### config.mk
export PLATFORM = sky130hd
export DESIGN_NAME = alu_cmd_loader_flat
export DESIGN_NICKNAME = d
export VERILOG_FILES = /design/src/rtl/alu_cmd_loader_if.sv /design/src/rtl/alu_cmd_loader.sv /design/src/flat_wrapper.sv
export SDC_FILE = /design/constraint.sdc
export NUM_CORES = 1
export LEC_CHECK = 0
export ABC_AREA = 1
export BUFFER_PORTS_ARGS = -buffer_cell sky130_fd_sc_hd__buf_2
export CORE_ASPECT_RATIO = 0.7
export CORE_MARGIN = 2
export CORE_UTILIZATION = 50
export DETAILED_ROUTE_END_ITERATION = 7
export PLACE_DENSITY = 0.77
export SYNTH_ARGS = -nofsm -noshare
export SYNTH_HDL_FRONTEND = slang
export SYNTH_SLANG_ARGS = --single-unit
### constraint.sdc
create_clock -name CLK -period 3.07 [get_ports CLK]
set_clock_uncertainty 0.05 [all_clocks]
set_input_delay 0.4605 -clock CLK [delete_from_list [all_inputs] [get_ports CLK]]
set_output_delay 0.4605 -clock CLK [all_outputs]
set_load 0.01 [all_outputs]
### src/rtl/alu_cmd_loader_if.sv
// Byte-stream and command-bus signals between the stream source, alu_cmd_loader and the ALU.
// master: the loader (accepts bytes, drives the command); slave: the surrounding source/ALU.
// Valid/ready rule on both channels: a transfer happens at a posedge where valid and ready are both 1;
// the valid side holds its payload stable until that edge and never waits for ready before asserting valid.
interface alu_cmd_loader_if;
    logic [7:0]  In_Data;
    logic        In_Valid;
    logic        In_Ready;
    logic [3:0]  Opcode;
    logic [15:0] Data_A;
    logic [15:0] Data_B;
    logic        Cmd_Valid;
    logic        Cmd_Ready;

    modport master (
        input  In_Data, In_Valid, Cmd_Ready,
        output In_Ready, Opcode, Data_A, Data_B, Cmd_Valid
    );

    modport slave (
        output In_Data, In_Valid, Cmd_Ready,
        input  In_Ready, Opcode, Data_A, Data_B, Cmd_Valid
    );
endinterface

### src/rtl/alu_cmd_loader.sv
// Assembles byte frames {opcode, A_hi, A_lo, B_hi, B_lo} into a registered ALU command.
// Optional CMD_PARITY_EN adds a trailing XOR check byte per frame and the Err_Parity pulse.
module alu_cmd_loader #(
    parameter int TIMEOUT = 16,
    parameter int CNT_W   = 8
) (
    input  logic             CLK,
    input  logic             RST,
    input  logic             Enable,
    alu_cmd_loader_if.master bus,
    output logic             Err_Illegal,
    output logic             Err_Timeout,
`ifdef CMD_PARITY_EN
    output logic             Err_Parity,
`endif
    output logic [CNT_W-1:0] Cmd_Count,
    output logic [2:0]       dbg_state
);

    typedef enum logic [2:0] {
        IDLE   = 3'd0,
        A_HI   = 3'd1,
        A_LO   = 3'd2,
        B_HI   = 3'd3,
        B_LO   = 3'd4,
        PARITY = 3'd5,
        ISSUE  = 3'd6
    } state_t;

    localparam logic [7:0] TO_LAST = 8'(TIMEOUT - 1);

    state_t            state, next_state;
    logic [7:0]        to_cnt;
    logic              ready_en;
    logic              hs, legal, in_frame;
    logic              timeout_hit, illegal_hit, parity_bad;
    logic [3:0]        opcode_q;
    logic [15:0]       data_a_q, data_b_q;
    logic              cmd_valid_q;
    logic [CNT_W-1:0]  cmd_count_q;
    logic              err_illegal_q, err_timeout_q;
`ifdef CMD_PARITY_EN
    logic [7:0]        par_acc;
    logic              err_parity_q;
`endif

    // ready_en keeps In_Ready low through reset and rises the first cycle after release.
    assign bus.In_Ready  = Enable & ready_en & (state != ISSUE);
    assign hs            = bus.In_Valid & bus.In_Ready;
    assign legal         = (bus.In_Data[7:3] == 5'd0);
    assign bus.Opcode    = opcode_q;
    assign bus.Data_A    = data_a_q;
    assign bus.Data_B    = data_b_q;
    assign bus.Cmd_Valid = cmd_valid_q;
    assign Cmd_Count     = cmd_count_q;
    assign Err_Illegal   = err_illegal_q;
    assign Err_Timeout   = err_timeout_q;
    assign dbg_state     = state;
`ifdef CMD_PARITY_EN
    assign Err_Parity    = err_parity_q;
    assign in_frame      = (state == A_HI) || (state == A_LO) || (state == B_HI) ||
                           (state == B_LO) || (state == PARITY);
`else
    assign in_frame      = (state == A_HI) || (state == A_LO) || (state == B_HI) ||
                           (state == B_LO);
`endif

    always_ff @(posedge CLK) begin
        if (!RST) begin
            state <= IDLE;
        end else begin
            state <= next_state;
        end
    end

    always_comb begin
        next_state  = state;
        timeout_hit = 1'b0;
        illegal_hit = 1'b0;
        parity_bad  = 1'b0;
        case (state)
            IDLE: begin
                if (hs) begin
                    if (!legal) begin
                        illegal_hit = 1'b1;
                    end else if (bus.In_Data[2:0] == 3'd0) begin
`ifdef CMD_PARITY_EN
                        next_state = PARITY;
`else
                        next_state = ISSUE;
`endif
                    end else begin
                        next_state = A_HI;
                    end
                end
            end
            A_HI: if (hs) next_state = A_LO;
            A_LO: if (hs) next_state = B_HI;
            B_HI: if (hs) next_state = B_LO;
            B_LO: begin
                if (hs) begin
`ifdef CMD_PARITY_EN
                    next_state = PARITY;
`else
                    next_state = ISSUE;
`endif
                end
            end
`ifdef CMD_PARITY_EN
            PARITY: begin
                if (hs) begin
                    if (bus.In_Data == par_acc) begin
                        next_state = ISSUE;
                    end else begin
                        parity_bad = 1'b1;
                        next_state = IDLE;
                    end
                end
            end
`endif
            // The command handshake completes even while Enable is low.
            ISSUE: if (cmd_valid_q && bus.Cmd_Ready) next_state = IDLE;
            default: next_state = IDLE;
        endcase
        // A byte arriving on the last allowed cycle wins over the timeout.
        if (in_frame && Enable && !hs && (to_cnt == TO_LAST)) begin
            timeout_hit = 1'b1;
            next_state  = IDLE;
        end
    end

    always_ff @(posedge CLK) begin
        if (!RST) begin
            to_cnt <= 8'd0;
        end else if (!in_frame || hs || timeout_hit) begin
            to_cnt <= 8'd0;
        end else if (Enable) begin
            to_cnt <= to_cnt + 8'd1;
        end
    end

    always_ff @(posedge CLK) begin
        if (!RST) begin
            ready_en      <= 1'b0;
            opcode_q      <= 4'd0;
            data_a_q      <= 16'd0;
            data_b_q      <= 16'd0;
            cmd_valid_q   <= 1'b0;
            cmd_count_q   <= '0;
            err_illegal_q <= 1'b0;
            err_timeout_q <= 1'b0;
        end else begin
            ready_en      <= 1'b1;
            err_illegal_q <= illegal_hit;
            err_timeout_q <= timeout_hit;
            cmd_valid_q   <= (next_state == ISSUE);
            if (cmd_valid_q && bus.Cmd_Ready) begin
                cmd_count_q <= cmd_count_q + CNT_W'(1);
            end
            if (hs) begin
                case (state)
                    IDLE: if (legal) opcode_q <= bus.In_Data[3:0];
                    A_HI: data_a_q[15:8] <= bus.In_Data;
                    A_LO: data_a_q[7:0]  <= bus.In_Data;
                    B_HI: data_b_q[15:8] <= bus.In_Data;
                    B_LO: data_b_q[7:0]  <= bus.In_Data;
                    default: ;
                endcase
            end
        end
    end

`ifdef CMD_PARITY_EN
    always_ff @(posedge CLK) begin
        if (!RST) begin
            par_acc      <= 8'd0;
            err_parity_q <= 1'b0;
        end else begin
            err_parity_q <= parity_bad;
            if (hs) begin
                par_acc <= (state == IDLE) ? bus.In_Data : (par_acc ^ bus.In_Data);
            end
        end
    end
`endif

endmodule

### src/flat_wrapper.sv
// flat-port wrapper written by rule: the top's interface ports become plain ports
module alu_cmd_loader_flat 
#(
    parameter int TIMEOUT = 16,
    parameter int CNT_W   = 8
)
  (CLK, RST, Enable, Err_Illegal, Err_Timeout, Cmd_Count, dbg_state, bus_In_Data, bus_In_Valid, bus_Cmd_Ready, bus_In_Ready, bus_Opcode, bus_Data_A, bus_Data_B, bus_Cmd_Valid);
  alu_cmd_loader_if bus_i ();
  input  logic CLK;
  input  logic RST;
  input  logic Enable;
  output logic Err_Illegal;
  output logic Err_Timeout;
  output logic [CNT_W-1:0] Cmd_Count;
  output logic [2:0] dbg_state;
  input wire logic [$bits(bus_i.In_Data)-1:0] bus_In_Data;
  input wire logic [$bits(bus_i.In_Valid)-1:0] bus_In_Valid;
  input wire logic [$bits(bus_i.Cmd_Ready)-1:0] bus_Cmd_Ready;
  output wire logic [$bits(bus_i.In_Ready)-1:0] bus_In_Ready;
  output wire logic [$bits(bus_i.Opcode)-1:0] bus_Opcode;
  output wire logic [$bits(bus_i.Data_A)-1:0] bus_Data_A;
  output wire logic [$bits(bus_i.Data_B)-1:0] bus_Data_B;
  output wire logic [$bits(bus_i.Cmd_Valid)-1:0] bus_Cmd_Valid;
  assign bus_i.In_Data = bus_In_Data;
  assign bus_i.In_Valid = bus_In_Valid;
  assign bus_i.Cmd_Ready = bus_Cmd_Ready;
  assign bus_In_Ready = bus_i.In_Ready;
  assign bus_Opcode = bus_i.Opcode;
  assign bus_Data_A = bus_i.Data_A;
  assign bus_Data_B = bus_i.Data_B;
  assign bus_Cmd_Valid = bus_i.Cmd_Valid;
  alu_cmd_loader #(.TIMEOUT(TIMEOUT), .CNT_W(CNT_W)) u_core (.CLK(CLK), .RST(RST), .Enable(Enable), .bus(bus_i), .Err_Illegal(Err_Illegal), .Err_Timeout(Err_Timeout), .Cmd_Count(Cmd_Count), .dbg_state(dbg_state));
endmodule
==> results of run 1 <==
critical path, delay by kind of cell (launching register included):
| family | cells | cell delay (ns) |
|---|---|---|
| flip-flops | 1 | 0.45 |
| buffers and inverters | 2 | 0.17 |
| AND/OR/NAND/NOR | 2 | 0.32 |
logic make-up after synthesis:
kind of cell	count (synthesis)	share of synthesized area, %
flip-flops	59	50.16
adder cells (fa/ha/maj)	2	1.063
AO/OA/AOI/OAI	74	15.73
AND/OR/NAND/NOR	113	22.53
buffers and inverters	42	8.288
XOR/XNOR	6	2.232
Yosys cell counts:
library cell  instances
nor2_4                1
inv_1                29
inv_6                 1
dfxtp_1              59
nand4_1               3
nor3_4                1
clkinv_1              1
nand3_1              10
buf_2                 1
nor3b_1               4
nand3_4               1
buf_6                 3
nand3_2               1
clkinv_4              1
buf_4                 1
nor2_2                3
xnor2_1               2
nor3_1                7
nand2_4               2
clkbuf_1              4
nor2_1               48
xor2_1                4
a21oi_1              41
ha_1                  2
inv_2                 1
nand2_1              32
o21ai_1               4
o21ai_0              29
state kept, by name (all words and copies together), names as in the netlist:
| name | cells |
|---|---|
| u_core.Err_Illegal | 1 |
| u_core.bus.Opcode | 4 |
| u_core.ready_en | 1 |
| u_core.Cmd_Count | 8 |
| u_core.bus.Data_B | 16 |
| u_core.to_cnt | 8 |
| u_core.dbg_state | 3 |
| u_core.Err_Timeout | 1 |
| u_core.bus.Data_A | 16 |
| u_core.bus.Cmd_Valid | 1 |
where the power goes:
group / switching (mW) / internal (mW) / leakage (nW) / total [mW]
combinational: 0.0328 / 0.0134 / 0.816 / 0.0462
clock: 0.279 / 0.306 / 0.0860 / 0.585
sequential: 0.000632 / 0.767 / 0.475 / 0.768
per-layer routing:
metal	vias up	track usage (%)
met5	-	0
met4	0	5.442
met3	4	10.59
met2	79	28.13
met1	910	30.82
li1	1096	-
metrics by stage:
stage	utilization (%)	hold WS (ns)	area, um^2
5_1_grt	64.24	0.3541	2845
4_1_cts	64.24	0.3400	2845
2_1_floorplan	-	0.4057	2355
3_3_place_gp	60.62	0.4068	2685
6_report	64.24	0.3541	2845
3_5_place_dp	60.62	0.4164	2685
area by class of cell:
class	count	area, um^2
fillers	402	1584
multi-input cells	195	978.4
clock inverters	3	15.01
clock buffers	12	145.1
repair buffers	64	322.8
flip-flops and latches	59	1181
well taps	55	68.82
inverters	33	133.9
layout by cell type, fill, tap and decap left out:
| cell type | instances |
|---|---|
| buf_2 | 63 |
| dfxtp_1 | 59 |
| nor2_1 | 48 |
| a21oi_1 | 41 |
| nand2_1 | 32 |
| inv_1 | 29 |
| o21ai_0 | 29 |
| nand3_1 | 10 |
| clkbuf_8 | 10 |
| nor3_1 | 7 |
| xor2_1 | 4 |
| o21ai_1 | 4 |
| nor3b_1 | 4 |
| nand4_1 | 3 |
| nor2_2 | 3 |
| clkinv_2 | 3 |
| xnor2_1 | 2 |
| nand2_4 | 2 |
| ha_1 | 2 |
| clkbuf_1 | 2 |
| inv_2 | 1 |
| nand3_2 | 1 |
| clkinv_1 | 1 |
| nand3_4 | 1 |
| nor2_4 | 1 |
| inv_6 | 1 |
| clkinv_4 | 1 |
| nor3_4 | 1 |
| buf_4 | 1 |
worst paths after layout:
path	startpoint	endpoint	slack, ns	cells past startpoint
min	RST	u_core.ready_en	0.35	1
min reg2reg	u_core.Cmd_Count[2]	u_core.Cmd_Count[2]	0.43	2
max reg2reg	u_core.dbg_state[0]	u_core.bus.Data_A[15]	1.47	6
max	u_core.dbg_state[1]	bus_In_Ready	1.29	4
==> impl_metrics.tcl, run 1 <==
set metrics [dict create \
    yosys_warnings 0 \
    antenna_found_initial 0 \
    crit_slowest_cell "dfxtp_1" \
    setup_ws_ns 1.290 \
    status "finished clean" \
    postCtsSetupBuffers 0 \
    min_path_type "primary input to flop" \
    crit_arrival_ns 1.27 \
    wl_met2_um 2090 \
    grt_pass1_vias 1736 \
    cts_hold_buf 0 \
    fin_nets 377 \
    wl_met1_um 2630 \
    pin_count 64 \
    topRoutingLayerUsed "met4" \
    gp_congestion 0.8750 \
    cts_buffers 9 \
    remaining_drc_errors 0 \
    p_leak_nw 1.377 \
    maxCapViolations 0 \
    dieArea_um2 5283 \
    worstSetupStartpointType "flop" \
    setup_tns_ns 0 \
    cpPeakStageDelay_ns 0.45 \
    syn_area_um2 2355 \
    ys_seq_elements 59 \
    port_buffers 63 \
    slew_headroom_pct 70.20 \
    rsz0062_at_grt "false" \
    vias 2089 \
    area_growth_syn_to_layout_pct 20.83 \
    final-setup-viol-count 0 \
    grt.overflow.total 0 \
    grtUsageTotal_pct 21.36 \
    syn_avg_cell_area_um2 7.955 \
    maxClockFrequency_mhz 561.9 \
    synthCells 296 \
    ys_top_cells_by_area "dfxtp_1 (50%), a21oi_1 (8.7%), nor2_1 (7.7%)" \
    place_ws_ns 1.322 \
    wl_per_cell_um 12.52 \
    drive_above_1_share_pct 24.32 \
    post-route-period-util_pct 57.97 \
    grt_first_pass_wirelength_um 8466 \
    grt_max_degree 22 \
    h-tree-depth 3 \
    dp_hpwl_um 3834 \
    post-synth-top-area-fraction_pct 50.16 \
    ys_types 28 \
    power.total_mw 1.399 \
    post_drt_via_cell_ratio 4.962 \
    synth_nets 311 \
    cts_root_buf "clkbuf_8" \
    initial_utilization_pct 53.16 \
    core_um2 4429 \
    hold_violations 0 \
    first_iter_violations 106 \
    critPathKind "flop to output port" \
    cp.required_ns 2.56 \
    synth_top_cell_by_area "dfxtp_1" \
    yosysSeqAreaShare_pct 50.16 \
    antennaDiodeCount 0 \
    p_per_area_nw_per_um2 491.6 \
    path_max_fanout 6 \
    stdcell_count 421 \
    cp_cell_sequence "nand3_2 > nand2_1 > inv_1 > buf_2" \
    die_w_um 86.03 \
    ant_nets 0 \
    wirelength_um 5271 \
    insertion_delay_ns 0.33 \
    clock_path_buffers 2 \
    cts.clk_slew.worst_paths_ns 0.06 \
    period_minus_slack_ns 1.780 \
    rows 20 \
    met3_length_um 520 \
    cts_tree "done" \
    cts_num_sinks 59 \
    dp.cells 406 \
    drt_pass1_iterations 4 \
    die_h_um 61.42 \
    slew_violations 0 \
    timing.critical_path.to_type "output port" \
    tightest_slew_ns 0.4466 \
    cts_resized 0 \
    peakVddDrop_v 0.0002931 \
]
Note: power is estimated with default switching activity, not from simulation.
==> run 2, diff against run 1 <==
CORE_UTILIZATION = 46   (was 50)
PLACE_DENSITY = 0.74   (was 0.77)
clock period = 1.5 ns   (was 3.07 ns; I/O delays follow)
==> run 2 against run 1 <==
Design area grew 9.1%. First-iteration DRC count increased by 55%. Die area is 8.2% higher. Routed wire length grew 5.8%. Critical path depth increased by 3. Register-to-register slack got worse by 1.5 ns. Utilization decreased by 0.35 points. Flip-flop and latch count unchanged. Largest cell class unchanged. Highest routed layer unchanged. Worst hold slack worse by 0.21 ns. Sequential power up 100%. Global-route usage decreased by 1.1 points.
==> impl_metrics.tcl, run 2 (synthesis gave the netlist of run 1 again) <==
set metrics [dict create \
    status "finished clean" \
    crit_arrival_ns 1.66 \
    area_growth_syn_to_layout_pct 31.88 \
    grtUsageTotal_pct 20.25 \
    p_leak_nw 1.462 \
    r2r_cells 7 \
    slew_headroom_pct 66.31 \
    slew_violations 0 \
    power.total_mw 3.198 \
    wirelength_um 5578 \
    die_w_um 89.52 \
    fill_cells 427 \
    grt_max_degree 26 \
    cts_tree "done" \
    initial_utilization_pct 48.44 \
    dp_hpwl_um 3855 \
    vias 2168 \
    ant_nets 0 \
    period_minus_slack_ns 1.491 \
    drt_pass1_iterations 4 \
    maxCapViolations 0 \
    worst-r2r-setup-slack_ns 0.009 \
    fin_nets 391 \
    die_h_um 63.86 \
    min-delay-start "Enable" \
    cts.clk_slew.worst_paths_ns 0.06 \
    post_drt_via_cell_ratio 4.829 \
    cts_root_buf "clkbuf_8" \
    hold_violations 0 \
    grt_pass1_vias 1902 \
    cts_num_sinks 59 \
    tightest_slew_ns 0.5048 \
    setup_ws_ns 0.008775 \
    antenna_found_initial 0 \
    rows 21 \
    place_ws_ns -0.03883 \
    maxClockFrequency_mhz 670.6 \
    multiInputGateArea_um2 1033 \
    port_buffers 63 \
    insertion_delay_ns 0.34 \
    rsz0062_at_grt "true" \
    core_um2 4861 \
    final-setup-viol-count 0 \
    drive_above_1_share_pct 32.37 \
    timing.rr.end "u_core.to_cnt[4]" \
    worstSetupStartpointType "flop" \
    remaining_drc_errors 0 \
    setup_tns_ns 0 \
    cts_buffers 9 \
    path_max_fanout 6 \
    peakVddDrop_v 0.0006371 \
    first_iter_violations 164 \
    timing.critical_path.to_type "flop" \
    critPathKind "flop to flop" \
    dieArea_um2 5716 \
    r2r-start "u_core.to_cnt[1]" \
    cts_hold_buf 0 \
    mostFrequentLayoutCell "buf_2" \
    clock_path_buffers 2 \
    grt_first_pass_wirelength_um 8776 \
    post-route-period-util_pct 99.42 \
    h-tree-depth 3 \
    worstHoldPathCells 3 \
    seqCellArea_um2 1192 \
    grt.overflow.total 0 \
    critical_path.endpoint "u_core.to_cnt[4]" \
    critPathLaunch "u_core.to_cnt[1]" \
    gp_congestion 0.9141 \
    cp.required_ns 1.67 \
    min_path_type "primary input to flop" \
    mostFrequentLayoutCells "buf_2 (63), dfxtp_1 (54), nor2_1 (44), a21oi_1 (41), nand2_1 (31)" \
    pin_count 64 \
    p_per_area_nw_per_um2 1030 \
    wl_per_cell_um 12.42 \
    antennaDiodeCount 0 \
]
run 2: how the worst min path moves through the flow:
stage / to / slack [ns]
final: u_core.to_cnt[1] / 0.15
after global routing: u_core.bus.Data_A[11] / 0.15
after CTS: u_core.bus.Data_B[12] / 0.14
after detailed placement: u_core.Cmd_Count[2] / 0.42
after global placement: u_core.Cmd_Count[2] / 0.41
after floorplan: u_core.ready_en / 0.20
run 2: metrics by stage:
stage          area [um^2]  util (%)  hold WS [ns]  instances
6_report              3105     63.89        0.1456        449
5_1_grt               3105     63.89        0.1531        449
4_1_cts               3000     61.72        0.1354        443
3_5_place_dp          2788     57.35        0.4213        428
3_3_place_gp          2788     57.35        0.4133        428
2_1_floorplan         2355         -        0.2027        296
run 2: layer usage:
layer | wire length, um | global-route usage [%] | up-vias
li1 | - | - | 1122
met1 | 2641 | 27.74 | 957
met2 | 2406 | 27.78 | 82
met3 | 471 | 10.47 | 7
met4 | 59 | 5.597 | 0
met5 | 0 | 0 | -
run 2: critical path: stages (launching register included):
cell and delay [ns]:
dfxtp_2 0.35, ha_2 0.19, nand3_2 0.09, nor2_2 0.17, nand3_2 0.12, nand4_1 0.21
buf_4 0.17, nor2_1 0.03
run 2: where the power goes:
group | total [mW] | internal (mW) | switching [mW]
combinational | 0.103 | 0.0342 | 0.0689
sequential | 1.57 | 1.57 | 0.00102
clock | 1.53 | 0.923 | 0.605
total | 3.20 | 2.52 | 0.675
run 2: area by class of cell:
cell class | instances | share of cell area, %
timing repair buffer | 78 | 14.58
sequential | 59 | 38.40
inverter | 33 | 4.311
multi-input combinational | 195 | 33.28
clock inverter | 5 | 2.538
tap | 69 | 2.780
clock buffer | 10 | 4.110
run 2: timing repair:
item,4_1_cts,5_1_grt
endpoints found under the setup margin,20,43
buffers inserted,0,6
pin swaps,0,3
resized for setup,4,21
==> run 3, diff against run 2 <==
CORE_UTILIZATION = 50   (was 46)
PLACE_DENSITY = 0.77   (was 0.74)
clock period = 1.9 ns   (was 1.5 ns; I/O delays follow)
==> run 3 against run 2 <==
Design area down 7.1%. Flip-flop and latch count unchanged. Setup slack improved by 0.22 ns. Critical endpoint is now u_core.bus.Cmd_Valid. Combinational power decreased by 25%. Register-to-register slack better by 0.22 ns. Total power decreased by 24%. Fmax fell by 11%. Via count shrank 2.1%. Largest cell class unchanged. Routed wire length decreased by 4.5%.
==> impl_metrics.tcl, run 3 (synthesis gave the netlist of run 1 again) <==
set metrics [dict create \
    status "finished clean" \
    postCtsSetupBuffers 0 \
    met3_usage_pct 8.579 \
    cts_buffers 9 \
    hold_violations 0 \
    die_h_um 61.42 \
    setup_ws_ns 0.2269 \
    slew_violations 0 \
    h-tree-depth 3 \
    mostFrequentLayoutCells "buf_2 (63), dfxtp_1 (59), nor2_1 (48), a21oi_1 (41), nand2_1 (32)" \
    critPathKind "flop to flop" \
    timing.critical_path.to_type "flop" \
    drive_above_1_share_pct 25.27 \
    gp_congestion 0.8750 \
    rsz0062_at_grt "false" \
    cts_resized 0 \
    first_iter_violations 149 \
    ant_nets 0 \
    final-setup-viol-count 0 \
    grt_pass1_vias 1779 \
    die_w_um 86.03 \
    drt_pass1_iterations 5 \
    clock_path_buffers 2 \
    worstSetupStartpointType "flop" \
    grtUsageTotal_pct 21.04 \
    fin_nets 378 \
    place_area_um2 2693 \
    peakVddDrop_v 0.0005105 \
    post-route-period-util_pct 88.06 \
    crit_arrival_ns 1.89 \
    wirelength_um 5326 \
    insertion_delay_ns 0.33 \
    gr-usage-met1_pct 31.60 \
    postLayoutCellArea_um2 2885 \
    port_buffers 63 \
    cts_hold_buf 0 \
    cts.clk_slew.worst_paths_ns 0.07 \
    grt.overflow.total 0 \
    cp.required_ns 2.11 \
    grt_first_pass_wirelength_um 8438 \
    dp_hpwl_um 3831 \
    core_um2 4429 \
    post_drt_via_cell_ratio 5.019 \
    hold_slack_ns 0.2074 \
    antennaDiodeCount 0 \
    gr-max-usage-layer "met1" \
    cts_tree "done" \
    place_ws_ns 0.3105 \
    pin_count 64 \
    p_leak_nw 1.391 \
    maxCapViolations 0 \
    fill_cells 394 \
    cts_num_sinks 59 \
    vias 2123 \
    p_per_area_nw_per_um2 838.4 \
    setup_tns_ns 0 \
    antenna_found_initial 0 \
    period_minus_slack_ns 1.673 \
    path_max_fanout 17 \
    remaining_drc_errors 0 \
    area_growth_syn_to_layout_pct 22.53 \
    wl_per_cell_um 12.59 \
    use_met2_pct 27.24 \
    multiInputGateArea_um2 978.4 \
    cts_root_buf "clkbuf_8" \
    tightest_slew_ns 0.4594 \
    seqCellArea_um2 1181 \
    grt_max_degree 29 \
    initial_utilization_pct 53.16 \
    slew_headroom_pct 69.34 \
    mostFrequentLayoutCell "buf_2" \
    maxClockFrequency_mhz 597.7 \
    min_path_type "primary input to flop" \
    worst-r2r-setup-slack_ns 0.23 \
    rows 20 \
    dieArea_um2 5283 \
]
## run 3: cell count changes in the layout (fill, tap and decap cells not counted), sizes merged
| cell | change |
|---|---|
| buf | -13 |
| clkinvlp | +2 |
| clkinv | +1 |
| clkbuf | -1 |
| bufinv | -1 |
## run 3: report_power, final
group	total [mW]	internal [mW]	switching, mW
clock network	1.10	0.599	0.503
registers	1.24	1.24	0.000797
logic	0.0768	0.0229	0.0539
total	2.42	1.86	0.558
## run 3: per-layer routing
metal / share of wire, % / up-vias / wire length [um]
met5: 0 / - / 0
met2: 39 / 84 / 2086
met4: 0.32 / 0 / 17
li1: - / 1100 / -
met3: 10 / 4 / 530
met1: 51 / 935 / 2691
## run 3: final timing paths
kind | startpoint | endpoint | cells past startpoint
max | u_core.dbg_state[0] | u_core.bus.Cmd_Valid | 8
min | Enable | u_core.to_cnt[1] | 3
max reg2reg | u_core.dbg_state[0] | u_core.bus.Cmd_Valid | 8
min reg2reg | u_core.Cmd_Count[2] | u_core.Cmd_Count[2] | 2
## run 3: final cells by class
type                    instances  area share (%)
multi-input cells             195           33.91
repair buffers                 65           11.45
flip-flops and latches         59           40.94
well taps                      55           2.385
inverters                      33           4.640
clock inverters                 7           2.385
clock buffers                   9           4.293
## run 3: metrics by stage
step	std cells	total power, mW	util, %
floorplan	296	1.309	-
global placement	407	1.342	60.79
detailed placement	407	1.343	60.79
CTS	423	2.433	65.14
global route	423	2.500	65.14
finish	423	2.419	65.14
## run 3: critical path, stage by stage (launching register included)
cell and delay [ns]:
dfxtp_1 0.49, nand2_1 0.15, nor2_1 0.17, inv_1 0.09, nor2_4 0.31, nor2_1 0.07
nand2_1 0.06, nand3_1 0.09, nor2_1 0.12
